==> config.mk <==
export PLATFORM = sky130hd
export DESIGN_NAME = hex_stream_demux
export DESIGN_NICKNAME = d
export VERILOG_FILES = /design/src/rtl/hex_stream_demux.sv
export SDC_FILE = /design/constraint.sdc
export NUM_CORES = 1
export LEC_CHECK = 0
export BUFFER_PORTS_ARGS = -buffer_cell sky130_fd_sc_hd__buf_2
export CAP_MARGIN = 20
export CORE_MARGIN = 5
export CORE_UTILIZATION = 50
export CTS_CLUSTER_DIAMETER = 50
export DETAILED_ROUTE_END_ITERATION = 10
export GPL_TIMING_DRIVEN = 0
export PLACE_DENSITY_LB_ADDON = 0.25
export SLEW_MARGIN = 20
export SYNTH_ARGS = -nofsm -noshare
export SYNTH_HDL_FRONTEND = slang
export SYNTH_SLANG_ARGS = --single-unit
export TNS_END_PERCENT = 20
==> constraint.sdc <==
create_clock -name clk -period 1.65 [get_ports clk]
set_input_delay 0.0825 -clock clk [delete_from_list [all_inputs] [get_ports clk]]
set_output_delay 0.0825 -clock clk [all_outputs]
set_load 0.005 [all_outputs]
==> src/rtl/hex_stream_demux.sv <==
// -----------------------------------------------------------------------------
// hex_stream_demux
//
// Registered 1-to-2 stream demultiplexer. A single valid/ready producer stream
// of WIDTH-bit words is steered, word by word, to one of two output lanes
// according to in_sel. Each lane buffers up to two words in a small FIFO, so a
// stalled consumer only blocks words addressed to its own lane. Each lane also
// keeps a free-running 16-bit count of words delivered to its consumer.
//
// Handshake semantics (all three streams): a transfer happens on a rising edge
// where valid=1 and ready=1 in the cycle before that edge. A source holding
// valid must keep its word stable until accepted, except that the producer may
// re-steer a stalled word by changing in_sel. in_ready depends only on in_sel
// and registered state, never on out0_ready/out1_ready, so there is no
// ready-to-ready combinational path.
//
// Ports:
//   clk         in   clock, rising edge
//   rst_n       in   asynchronous reset, active low
//   in_data     in   producer word
//   in_sel      in   destination lane of in_data (0 -> lane 0, 1 -> lane 1)
//   in_valid    in   producer has a word
//   in_ready    out  selected lane has room (occupancy != 2)
//   out0_data   out  lane 0 head word
//   out0_valid  out  lane 0 non-empty
//   out0_ready  in   lane 0 consumer takes the head
//   out1_data   out  lane 1 head word
//   out1_valid  out  lane 1 non-empty
//   out1_ready  in   lane 1 consumer takes the head
//   count0      out  words delivered on lane 0, modulo 2^16
//   count1      out  words delivered on lane 1, modulo 2^16
// -----------------------------------------------------------------------------
module hex_stream_demux #(
    parameter int WIDTH = 16
) (
    input  logic             clk,
    input  logic             rst_n,
    input  logic [WIDTH-1:0] in_data,
    input  logic             in_sel,
    input  logic             in_valid,
    output logic             in_ready,
    output logic [WIDTH-1:0] out0_data,
    output logic             out0_valid,
    input  logic             out0_ready,
    output logic [WIDTH-1:0] out1_data,
    output logic             out1_valid,
    input  logic             out1_ready,
    output logic [15:0]      count0,
    output logic [15:0]      count1
);

    localparam int LANES = 2;
    localparam int DEPTH = 2;

    // Per-lane state. Index [l] is the lane, [s] the storage slot.
    logic [WIDTH-1:0] mem_q   [LANES][DEPTH];
    logic [WIDTH-1:0] mem_d   [LANES][DEPTH];
    logic             wp_q    [LANES];
    logic             wp_d    [LANES];
    logic             rp_q    [LANES];
    logic             rp_d    [LANES];
    logic [1:0]       occ_q   [LANES];
    logic [1:0]       occ_d   [LANES];
    logic [15:0]      cnt_q   [LANES];
    logic [15:0]      cnt_d   [LANES];

    // Per-lane handshake terms.
    logic             full_l  [LANES];
    logic             push_l  [LANES];
    logic             pop_l   [LANES];
    logic             rdy_l   [LANES];

    always_comb begin
        rdy_l[0] = out0_ready;
        rdy_l[1] = out1_ready;
    end

    always_comb begin
        for (int l = 0; l < LANES; l++) begin
            full_l[l] = (occ_q[l] == 2'd2);
        end
    end

    // A full lane refuses a push even when it is popping in the same cycle;
    // this keeps in_ready free of any dependence on the consumer readies.
    assign in_ready = in_sel ? ~full_l[1] : ~full_l[0];

    always_comb begin
        for (int l = 0; l < LANES; l++) begin
            push_l[l] = in_valid & in_ready & (in_sel == 1'(l));
            pop_l[l]  = (occ_q[l] != 2'd0) & rdy_l[l];
        end
    end

    // Next-state for every lane.
    always_comb begin
        for (int l = 0; l < LANES; l++) begin
            for (int s = 0; s < DEPTH; s++) begin
                mem_d[l][s] = mem_q[l][s];
            end
            wp_d[l]  = wp_q[l];
            rp_d[l]  = rp_q[l];
            occ_d[l] = occ_q[l];
            cnt_d[l] = cnt_q[l];

            if (push_l[l]) begin
                mem_d[l][wp_q[l]] = in_data;
                wp_d[l]           = ~wp_q[l];
            end

            if (pop_l[l]) begin
                rp_d[l]  = ~rp_q[l];
                cnt_d[l] = cnt_q[l] + 16'd1;
            end

            // Push and pop together leave occupancy unchanged; the new word
            // lands behind the departing head.
            unique case ({push_l[l], pop_l[l]})
                2'b10:   occ_d[l] = occ_q[l] + 2'd1;
                2'b01:   occ_d[l] = occ_q[l] - 2'd1;
                default: occ_d[l] = occ_q[l];
            endcase
        end
    end

    always_ff @(posedge clk or negedge rst_n) begin
        if (!rst_n) begin
            for (int l = 0; l < LANES; l++) begin
                for (int s = 0; s < DEPTH; s++) begin
                    mem_q[l][s] <= '0;
                end
                wp_q[l]  <= 1'b0;
                rp_q[l]  <= 1'b0;
                occ_q[l] <= 2'd0;
                cnt_q[l] <= 16'd0;
            end
        end else begin
            for (int l = 0; l < LANES; l++) begin
                for (int s = 0; s < DEPTH; s++) begin
                    mem_q[l][s] <= mem_d[l][s];
                end
                wp_q[l]  <= wp_d[l];
                rp_q[l]  <= rp_d[l];
                occ_q[l] <= occ_d[l];
                cnt_q[l] <= cnt_d[l];
            end
        end
    end

    // Outputs come straight from registers: no in->out combinational path.
    // While a lane is empty its data output shows whatever slot rp points at.
    assign out0_data  = mem_q[0][rp_q[0]];
    assign out1_data  = mem_q[1][rp_q[1]];
    assign out0_valid = (occ_q[0] != 2'd0);
    assign out1_valid = (occ_q[1] != 2'd0);
    assign count0     = cnt_q[0];
    assign count1     = cnt_q[1];

endmodule

# Word-level counts from Yosys, hierarchy flattened
# Index checks and enable logic that the tools add are counted.
totals:
  reg_bits: 104
  output_inout_bits: 67
  elab_cells: 67
classes:
  n_addsub: 6
  magnitude_cmp: 6
  n_eq_ne: 6
  muxes: 15
  bitwise_logic: 16
  reduce_logical: 6
ops:
  columns: ["op", "count"]
  rows:
  - ["$mux 16", 8]
  - ["$bwmux 32", 2]
  - ["$add 16x1->16 const B", 2]
  - ["$demux 16 s1", 2]
  - ["$eq 2x2->1 const B", 4]
  - ["$ge 2x2->1 const B", 4]
  - ["$not 1->2", 4]
  - ["$pmux 2 s2", 2]
  - ["$reduce_bool 2->1", 4]
  - ["$not 1->1", 7]
  - ["$and 1x1->1", 5]
  - ["$add 2x1->2 const B", 2]
  - ["$eq 2x1->1 const B", 2]
  - ["$lt 2x1->1 const B", 2]
  - ["$sub 2x1->2 const B", 2]
  - ["$logic_and 1x1->1", 2]
  - ["$mux 1", 1]

# Depth between registers and ports, before layout
depth:
  ltp_word: 7
  mapped_depth: 6
  ltp_nobuf: 6

# Worst setup path before layout
# OpenSTA, ideal clock, no wires.
synth_path:
  path_type: "reg-to-reg"
  from: "reg occ_q[1] (netlist bit)"
  to: "reg occ_q[1] (netlist bit)"
  t_arrival_ps: 1526
  t_required_ps: 1571
  slack_ps: 45
  stages_incl_launch_ff: 6
  path_buffers: 0
  synth_period_minus_slack_ps: 1605
  path_cell_list: "dfrtp_1 > o21ai_1 > inv_1 > ha_1 > nor2_1 > xor2_1"
synth_rtl:
  columns: ["element", "line_no", "text"]
  rows:
  - ["start: declaration", "62", "logic [1:0] occ_q [LANES];"]
  - ["start signal: indexed assignment", "144", "occ_q[l] <= occ_d[l];"]

# Worst setup path in the final report
layout_path:
  from: "reg rp_q[0] (netlist bit)"
  to: "out out1_data[14]"
layout_via:
  elab_chain_cells: 4
layout_lines:
  columns: ["element", "line_no", "text"]
  rows:
  - ["start: declaration", "60", "logic rp_q [LANES];"]
  - ["start signal: indexed assignment", "143", "rp_q[l] <= rp_d[l];"]
  - ["$not 1->2 (implied by the code)", "153", "assign out1_data = mem_q[1][rp_q[1]];"]
  - ["$mux 16 (implied by the code) (3 in series)", "153", null]
  - ["end: declaration", "45", "output logic [WIDTH-1:0] out1_data,"]
# Every way passes these cells. The select of a mux whose other input is x is not followed.

==> qor.yml <==
die_area_um2: 11600
number_of_flops_mapped_to_enable_cells_by_yosys: 0
synth.yosys.warnings: 0
first_iter_violations: 90
fraction_of_final_layout_cells_sized_beyond_drive_strength_1: 0.511
rows: 35
numClockSinks: 104
die_height_um: 108
power.sequential.fraction: 0.436
cts_max_path_buffers: 2
grt_util_met2: 0.287
post_drt_via_cell_ratio: 5.01
post_syn_nets: 351
leakage_dissipation_nw: 2.82
syn2layout_area_growth_pct: 22.0
fin_crit_sh: 0.971
critPathMaxFanout: 10
share_of_yosys_cell_area_claimed_by_the_top_area_cell_type: 0.543
initial_utilization: 0.516
globalRoute.busiestLayer: "met2"
cts.clk_slew.worst_paths_ns: 0.09
detail_route.drc_violations: 0
totalPowerFinal_mw: 10.2
yosys.cell_count.top_type: "sky130_fd_sc_hd__dfrtp_1"
max_slew.worst_pin.slew_ns: 0.393
yosysUniqueCellTypes: 29
h_tree_lvls: 3
setup.worst_path.end_class: "primary output"
critical_path.startpoint_type: "register"
ys_top_cells_by_count: "104 x sky130_fd_sc_hd__dfrtp_1, 57 x sky130_fd_sc_hd__mux2_2, 40 x sky130_fd_sc_hd__mux2_4, 29 x sky130_fd_sc_hd__xnor2_1, 18 x sky130_fd_sc_hd__nand2_1"
ys_ff_latch: 104
worst_skew_pair.late_latency_ns: 0.35
intPower_mw: 6.98
arrival_ns: 1.52
holdCritPathClass: "input pin to register"
num-fill-cells: 737
worst_slew_margin_rel: 0.737
clockPowerShare: 0.150
timing_worst_setup_path_type: "register to primary output"
antenna_found_initial: 0
power.switching_fraction: 0.315
yosysSeqAreaShare: 0.543
finalHoldWorstSlack_ns: 0.0607
route.vias.total: 2881
final_hold_viol_count: 0
worst_ir_drop_vdd_v: 0.00101
cellPowerDensity_nw_per_um2: 1740
floorplan.io_pins: 89
grt_first_pass_wirelength_um: 15600
place_congestion: 0.761
hpwlAfterDp_um: 6330
layout_min_cycle_time_ns: 1.60
final_nets: 468
run_status: "completed"
syn_inst: 325
share_comb_of_total_power: 0.414
fp.dieW_um: 108
grt.met1_usage: 0.220
place.port_buffers: 88
synth-async-reset-ratio: 1.00
synth_top_area_cell: "sky130_fd_sc_hd__dfrtp_1"
gr-usage-all-layers: 0.170
max_freq_ghz: 0.624
drt-wirelength-per-cell_um: 16.1
dr.pass1.iters: 4
cts.root.buffer_cell: "sky130_fd_sc_hd__clkbuf_8"
coreArea_um2: 9280
route.final.wire_length_um: 9260
grt_start_max_net_pins: 75
required_time_worst_endpoint_ns: 1.57
max_cap_violations: 0
timing.final.max_slew_violations: 0
number_of_failing_setup_endpoints_in_the_final_timing_report: 0
synth.top_cells.by_area: "sky130_fd_sc_hd__dfrtp_1 54%, sky130_fd_sc_hd__mux2_2 13%, sky130_fd_sc_hd__mux2_4 13%"
synth_area_um2: 4790
tritoncts.num_buffers: 9
num_antenna_cells: 0
first_global_vias: 3110
clock_tree_from_tritoncts: "done"
clock_skew_ns: 0.0106
antenna_left: 0
global_route_total_overflow: 0
avg_cell_area_syn_um2: 14.7
power.switching_mw: 3.21
most_common_flop_cell_mapped_by_yosys: "sky130_fd_sc_hd__dfrtp_1"
grt_setup_unrepaired: "true"
gr-usage-met3: 0.0450
==> power by group through the flow <==
stage / Sequential (mW) / Combinational (mW) / Clock (mW)
after global routing: 4.61 / 4.59 / 1.72
after CTS: 4.42 / 4.21 / 1.60
final: 4.44 / 4.22 / 1.53
after detailed placement: 4.39 / 4.16 / 0
after floorplan: 4.22 / 2.86 / 0
after global placement: 4.33 / 4.07 / 0
==> cell type report <==
class,instances,area (um2),area share
clock buffer,10,128,0.0218
inverter,2,7.51,0.00128
buffer,6,90.1,0.0154
multi-input combinational,211,2130,0.365
sequential,104,2610,0.447
timing repair buffer,108,659,0.113
clock inverter,5,57.6,0.00985
tap,129,161,0.0276
==> repair_timing <==
action / CTS / global route
setup buffers: 1 / 1
resized for setup: 9 / 8
hold buffers: 17 / 0
hold endpoints to repair: 153 / 0
endpoints found under the setup margin: 35 / 25
pin swaps: 1 / 3
==> path summary, 6_finish.rpt <==
check | from | endpoint | slack [ns] | depth (start not counted)
worst max-delay path | rp_q[0] | out1_data[14] | 0.05 | 3
worst min-delay path | out1_ready | count1[0] | 0.06 | 3
worst max register to register | occ_q[0] | mem_q[27] | 0.06 | 5
worst min register to register | count0[15] | count0[15] | 0.47 | 1
max in group asynchronous | rst_n | rp_q[0] | 0.81 | 3
min in group asynchronous | rst_n | mem_q[58] | 0.17 | 2
==> cells in the final DEF (no fill, tap or decap), types with 3 or more instances in the layout <==
cell type / instances
sky130_fd_sc_hd__and3_1: 3
sky130_fd_sc_hd__buf_12: 3
sky130_fd_sc_hd__buf_2: 87
sky130_fd_sc_hd__buf_4: 3
sky130_fd_sc_hd__buf_6: 3
sky130_fd_sc_hd__clkbuf_8: 9
sky130_fd_sc_hd__dfrtp_1: 98
sky130_fd_sc_hd__dfrtp_2: 6
sky130_fd_sc_hd__dlygate4sd3_1: 17
sky130_fd_sc_hd__ha_1: 4
sky130_fd_sc_hd__mux2_2: 54
sky130_fd_sc_hd__mux2_4: 43
sky130_fd_sc_hd__nand2_1: 18
sky130_fd_sc_hd__nand3_1: 14
sky130_fd_sc_hd__nand4_1: 6
sky130_fd_sc_hd__nor2_1: 10
sky130_fd_sc_hd__nor3_1: 3
sky130_fd_sc_hd__xnor2_1: 29
sky130_fd_sc_hd__xor2_1: 11
==> state kept, by name, indices dropped and copies added (netlist names) <==
| register | count |
|---|---|
| occ_q | 4 |
| mem_q | 64 |
| rp_q | 2 |
| wp_q | 2 |
| count0 | 16 |
| count1 | 16 |
==> through the flow <==
stage | TNS [ns] | instances | utilization | setup slack, ns | instance area, um2
2_1_floorplan | 0 | 325 | - | 0.0448 | 4790
3_3_place_gp | -63.22 | 542 | 0.581 | -0.607 | 5390
3_5_place_dp | -1.01 | 543 | 0.585 | -0.185 | 5430
4_1_cts | -0.0274 | 574 | 0.625 | -0.0182 | 5810
5_1_grt | -0.0799 | 575 | 0.630 | -0.0207 | 5840
6_report | 0 | 575 | 0.630 | 0.0480 | 5840
==> critical path, stage by stage, from the launching register on <==
cell,delay (ns)
sky130_fd_sc_hd__dfrtp_2,0.51
sky130_fd_sc_hd__buf_12,0.18
sky130_fd_sc_hd__mux2_2,0.34
sky130_fd_sc_hd__buf_2,0.13
==> cell families (layout without fill, tap and decap cells) <==
| logic type | Yosys count | count (layout) | synth area share |
|---|---|---|---|
| compound gates | 3 | 3 | 0.00470 |
| xor+xnor | 40 | 40 | 0.0731 |
| fa+ha+maj | 4 | 4 | 0.0104 |
| buf+inv | 10 | 131 | 0.0183 |
| flops | 104 | 104 | 0.543 |
| mux | 97 | 97 | 0.259 |
| simple gates | 67 | 67 | 0.0909 |
==> layer usage <==
layer	part of all wire	vias up	routed length, um
li1	-	1366	-
met1	0.46	1441	4240
met2	0.49	68	4560
met3	0.042	6	386
met4	0.0076	0	70
met5	0	-	0
(Power assumes the default switching activity.)
